`src/rtl/barrelshifter32_selftest.sv`:
```
// Self-test engine for the 32-bit barrel shifter. It sweeps 256 a/b/aluc vectors, predicts c with a
// bit-serial shift model, and counts mismatches. Optional macro: SELFTEST_STOP_ON_FAIL_EN (halt on first mismatch).
module barrelshifter32_selftest #(
  parameter int unsigned SETTLE_CYCLES = 1,
  parameter logic [31:0] PATTERN0      = 32'hFFFF_FFFF,
  parameter logic [31:0] PATTERN1      = 32'h8000_0000
) (
  input  logic        clk,
  input  logic        rst,
  input  logic        start,
  output logic [31:0] dut_a,
  output logic [4:0]  dut_b,
  output logic [1:0]  dut_aluc,
  input  logic [31:0] dut_c,
  output logic        busy,
  output logic        done,
  output logic        pass,
  output logic [8:0]  err_count,
  output logic [7:0]  vec_index
);

  localparam logic [15:0] SETTLE_LAST = 16'(SETTLE_CYCLES - 1);

  typedef enum logic [2:0] {
    IDLE,
    LOAD,
    SHIFT,
    SETTLE,
    CHECK,
    DONE
  } state_t;

  state_t      state;
  logic [31:0] exp_val;
  logic [4:0]  shift_cnt;
  logic [15:0] settle_cnt;
  logic        mismatch;

  // vec_index is the loop counter: [7] pattern, [6:5] aluc slot, [4:0] shift amount.
  function automatic logic [1:0] slot_aluc(input logic [1:0] slot);
    case (slot)
      2'd0:    return 2'b11;
      2'd1:    return 2'b01;
      2'd2:    return 2'b10;
      default: return 2'b00;
    endcase
  endfunction

  function automatic logic [31:0] shift_one(input logic [31:0] v, input logic [1:0] mode);
    case (mode)
      2'b00:   return {v[31], v[31:1]};
      2'b01:   return {1'b0, v[31:1]};
      default: return {v[30:0], 1'b0};
    endcase
  endfunction

  assign mismatch = (dut_c != exp_val);

  always_ff @(posedge clk) begin
    if (rst) begin
      state      <= IDLE;
      dut_a      <= '0;
      dut_b      <= '0;
      dut_aluc   <= '0;
      busy       <= 1'b0;
      done       <= 1'b0;
      pass       <= 1'b0;
      err_count  <= '0;
      vec_index  <= '0;
      exp_val    <= '0;
      shift_cnt  <= '0;
      settle_cnt <= '0;
    end else begin
      case (state)
        IDLE, DONE: begin
          if (start) begin
            state     <= LOAD;
            busy      <= 1'b1;
            done      <= 1'b0;
            pass      <= 1'b0;
            err_count <= '0;
            vec_index <= '0;
          end
        end

        LOAD: begin
          dut_a     <= vec_index[7] ? PATTERN1 : PATTERN0;
          dut_b     <= vec_index[4:0];
          dut_aluc  <= slot_aluc(vec_index[6:5]);
          exp_val   <= vec_index[7] ? PATTERN1 : PATTERN0;
          shift_cnt <= vec_index[4:0];
          state     <= SHIFT;
        end

        SHIFT: begin
          if (shift_cnt != 5'd0) begin
            exp_val   <= shift_one(exp_val, dut_aluc);
            shift_cnt <= shift_cnt - 5'd1;
          end else begin
            settle_cnt <= SETTLE_LAST;
            state      <= SETTLE;
          end
        end

        SETTLE: begin
          if (settle_cnt == 16'd0) state <= CHECK;
          else                     settle_cnt <= settle_cnt - 16'd1;
        end

        CHECK: begin
`ifdef SELFTEST_STOP_ON_FAIL_EN
          // Freeze vec_index and dut_* on the failing vector.
          if (mismatch) begin
            err_count <= err_count + 9'd1;
            state     <= DONE;
            busy      <= 1'b0;
            done      <= 1'b1;
            pass      <= 1'b0;
          end else if (vec_index == 8'd255) begin
            state <= DONE;
            busy  <= 1'b0;
            done  <= 1'b1;
            pass  <= (err_count == 9'd0);
          end else begin
            vec_index <= vec_index + 8'd1;
            state     <= LOAD;
          end
`else
          err_count <= err_count + 9'(mismatch);
          if (vec_index == 8'd255) begin
            state <= DONE;
            busy  <= 1'b0;
            done  <= 1'b1;
            pass  <= (err_count == 9'd0) && !mismatch;
          end else begin
            vec_index <= vec_index + 8'd1;
            state     <= LOAD;
          end
`endif
        end

        default: state <= IDLE;
      endcase
    end
  end

endmodule

```
`config.mk`:
```
export PLATFORM = sky130hd
export DESIGN_NAME = barrelshifter32_selftest
export DESIGN_NICKNAME = d
export VERILOG_FILES = /design/src/rtl/barrelshifter32_selftest.sv
export SDC_FILE = /design/constraint.sdc
export NUM_CORES = 1
export LEC_CHECK = 0
export CORE_MARGIN = 4
export CORE_UTILIZATION = 47
export CTS_CLUSTER_DIAMETER = 120
export DETAILED_ROUTE_END_ITERATION = 8
export PLACE_DENSITY_LB_ADDON = 0.2
export SLEW_MARGIN = 15
export SYNTH_ARGS = -nofsm -noshare
export SYNTH_HDL_FRONTEND = slang
export SYNTH_SLANG_ARGS = --single-unit
export TNS_END_PERCENT = 50
```
`constraint.sdc`:
```
create_clock -name clk -period 2.06 [get_ports clk]
set_input_delay 0.309 -clock clk [delete_from_list [all_inputs] [get_ports clk]]
set_output_delay 0.309 -clock clk [all_outputs]
set_load 0.03 [all_outputs]
```
==> flow_metrics.py <==
metrics = {
    "synth": {
        "avgSynthCellArea_um2": 8.47,
        "synth_nets": 615,
        "synth.most_common_cell": "dfxtp_1",
        "ys_warn_count": 0,
        "async_flop_share_pct": 0,
        "yosysSeqAreaShare_pct": 35.1,
        "yosysTopAreaCellShare_pct": 35.1,
        "synthDistinctLibCells": 55,
        "synthFlopType": "dfxtp_1",
        "synth_area_leader_cell": "dfxtp_1",
        "synthCells": 573,
        "synth-seq-cells": 85,
        "syn-cell-area_mm2": 0.00485,
        "netlist_top_cells_area": "dfxtp_1 35%, xnor2_1 9.0%, mux2i_1 6.2%",
        "synth_edf_count": 0,
        "synthTopCellsByCount": "85 x dfxtp_1, 79 x nor2_1, 57 x a21oi_1",
    },
    "timing": {
        "fin_crit_ps": 2240,
        "rsz0062_at_grt": "true",
        "finalWorstSetupSlack_ps": -184,
        "clock_skew_ps": 12.0,
        "worstMarginPinSlew_ps": 519,
        "max_slew_margin_pct": 65.4,
        "finalSetupTns_ps": -772,
        "hold_viol_final": 0,
        "setup_viol": 7,
        "fmax_ghz": 0.446,
        "maxSlewViolCount": 0,
        "finalCritPeriodShare_pct": 109,
    },
    "floorplan": {
        "core_mm2": 0.00991,
        "dieArea_mm2": 0.0120,
        "die_x_um": 110,
        "die_y_um": 110,
        "rows": 36,
        "start_util_pct": 49.0,
        "pin_count": 94,
    },
    "worst_setup_path": {
        "worstSetupStartpointType": "flip-flop",
        "critPathCaptureType": "flip-flop",
        "r2r-end": "err_count[8]",
        "r2r_start": "exp_val[29]",
        "reg2reg_depth": 11,
        "r2r_setup_slack_ps": -180,
        "path_class": "reg2reg",
        "crit_fanout": 4,
        "cp.required_ps": 2360,
        "critPathArrivalTime_ps": 2550,
    },
    "clocking": {
        "h-tree-depth": 3,
        "cts.clk_slew.worst_paths_ps": 90,
        "clk_latency_ps": 360,
        "tritoncts": "yes",
        "cts_buffer_depth": 2,
        "cts_num_sinks": 85,
        "cts_root_buf": "clkbuf_8",
        "numCtsBuffers": 9,
    },
    "hold_path": {
        "hold_end": "dut_a[31]",
        "hold_class": "in2reg",
        "worstHoldStart": "rst",
        "whs_path_depth": 2,
    },
    "power_and_ir_drop": {
        "p_comb_share_pct": 59.0,
        "p_per_area_mw_per_mm2": 1490,
        "seq_power_share_pct": 27.5,
        "clkPwrFrac_pct": 13.5,
        "total_leakage_power_nw": 2.93,
        "switching_share_pct": 43.8,
        "p_sw_mw": 4.35,
        "peakVddDrop_uv": 638,
        "internal_power_mw": 5.59,
    },
    "layout": {
        "final_util_pct": 67.2,
        "fillCellCount": 794,
        "drive_gt1_share_pct": 23.0,
        "ff_latch_area_mm2": 0.00173,
        "fin_nets": 725,
        "area_growth_pct": 37.3,
        "diodes": 0,
        "multi_input_area_mm2": 0.00294,
    },
    "job": {
        "max_cap_violations": 0,
    },
    "global_routing": {
        "grt_pass1_wl_um": 20700,
        "grt_start_max_net_pins": 46,
        "grt_use_total_pct": 21.6,
        "grt-ovfl-total": 0,
        "grt_pass1_vias": 4278,
        "grt_antenna_before_repair": 0,
    },
    "detailed_routing": {
        "vias": 4495,
        "dr.pass1.iters": 4,
        "drc": 0,
        "ant_nets": 0,
        "wirelength_um": 13000,
        "wl_per_cell_um": 15.9,
        "viasPerCell": 5.48,
        "drt_iter0_drc": 220,
    },
    "placed_design": {
        "hpwl_um": 9020,
        "port_buffers": 93,
        "place_congestion": 0.815,
    },
    "run_status": {
        "violations": "setup timing",
        "outcome": "finished, violations left",
    },
}
==> worst max-delay path by stage <==
stage                     start      endpoint  slack, ps  cells past startpoint
floorplan            exp_val[7]  err_count[8]          1                     11
global placement      dut_c[13]  err_count[8]       -740                     13
detailed placement    dut_c[11]  err_count[8]       -800                     13
CTS                 exp_val[30]  err_count[8]       -230                     11
global route        exp_val[28]  err_count[8]       -280                     11
finish              exp_val[29]  err_count[8]       -180                     11
==> through the flow <==
step	std cells	power, mW	setup slack, ps	hold slack (ps)	area, µm²
after global placement	800	8.29	-735	444	6100
after CTS	819	9.85	-233	280	6460
after global routing	821	10.6	-282	306	6660
after detailed placement	800	8.41	-797	450	6100
after floorplan	573	6.76	1.17	445	4880
final	821	9.94	-184	282	6660
==> critical path, stage by stage, from the launching register on <==
cell and delay, ps:
dfxtp_1 330, xnor2_1 200, nand4_1 200, nor4_4 300, nand2_4 110, ha_4 180
ha_4 160, and3_4 180, and3_4 200, a31oi_4 150, o21ai_1 70, a21oi_1 120
==> layer usage <==
layer | GRT usage (%) | wire length, µm | up-vias
met2 | 36.2 | 6310 | 117
met5 | 0 | 0 | -
li1 | - | - | 2230
met1 | 27.8 | 5860 | 2135
met4 | 7.57 | 168 | 0
met3 | 3.99 | 702 | 13
==> power groups by stage <==
| stage | combinational [mW] | sequential, mW | clock (mW) |
|---|---|---|---|
| after floorplan | 3.96 | 2.80 | 0 |
| after global placement | 5.59 | 2.71 | 0 |
| after detailed placement | 5.69 | 2.72 | 0 |
| after CTS | 5.79 | 2.71 | 1.35 |
| after global routing | 6.38 | 2.82 | 1.42 |
| final | 5.87 | 2.74 | 1.34 |
==> cell families after synthesis <==
logic type | synth area share [%]
AO/OA/AOI/OAI | 18.3
adder cells (fa/ha/maj) | 2.22
flip-flops | 35.1
multiplexers | 6.19
buffers and inverters | 9.10
XOR/XNOR | 9.21
AND/OR/NAND/NOR | 19.9
==> area by class of cell <==
class | count | share of cell area (%)
multi-input cells | 410 | 44.2
flip-flops and latches | 85 | 25.9
repair buffers | 166 | 23.4
well taps | 133 | 2.50
clock buffers | 10 | 2.07
clock inverters | 6 | 1.30
inverters | 11 | 0.620
==> state kept, by name, summed over array words and instances, names as in the netlist, 2 cells and up <==
signal / flops
dut_a: 2
dut_aluc: 2
dut_b: 5
err_count: 9
exp_val: 32
settle_cnt: 16
shift_cnt: 5
state: 3
vec_index: 8
==> repair_timing <==
item | 4_1_cts | 5_1_grt
setup endpoints to repair | 8 | 44
resized for setup | 44 | 53
hold buffers | 0 | 0
pin swaps | 31 | 25
buffers inserted | 3 | 2
gates cloned | 0 | 0
==> placed cells by master (no fill, tap or decap), types with 3 or more instances in the layout <==
master,netlist,layout
nor2_1,79,76
buf_4,30,70
dfxtp_1,85,64
a21oi_1,57,57
clkdlybuf4s50_1,0,39
xnor2_1,50,37
dlymetal6s2s_1,0,35
a211oi_1,35,34
mux2i_1,30,30
nand2_1,22,21
dfxtp_2,0,21
dlygate4sd2_1,0,18
xnor2_2,0,13
o21ai_0,16,13
nand4_1,12,12
nand3_1,12,12
inv_1,11,11
clkbuf_8,0,10
or3_1,9,9
nor3_1,7,7
nand3b_1,7,7
nor4_1,9,6
a211oi_2,4,5
ha_1,7,5
a31oi_1,6,4
and3_4,0,4
nor2_2,2,4
nor4_4,2,3
o21ai_1,1,3
a22oi_1,3,3
(Power assumes the default switching activity.)
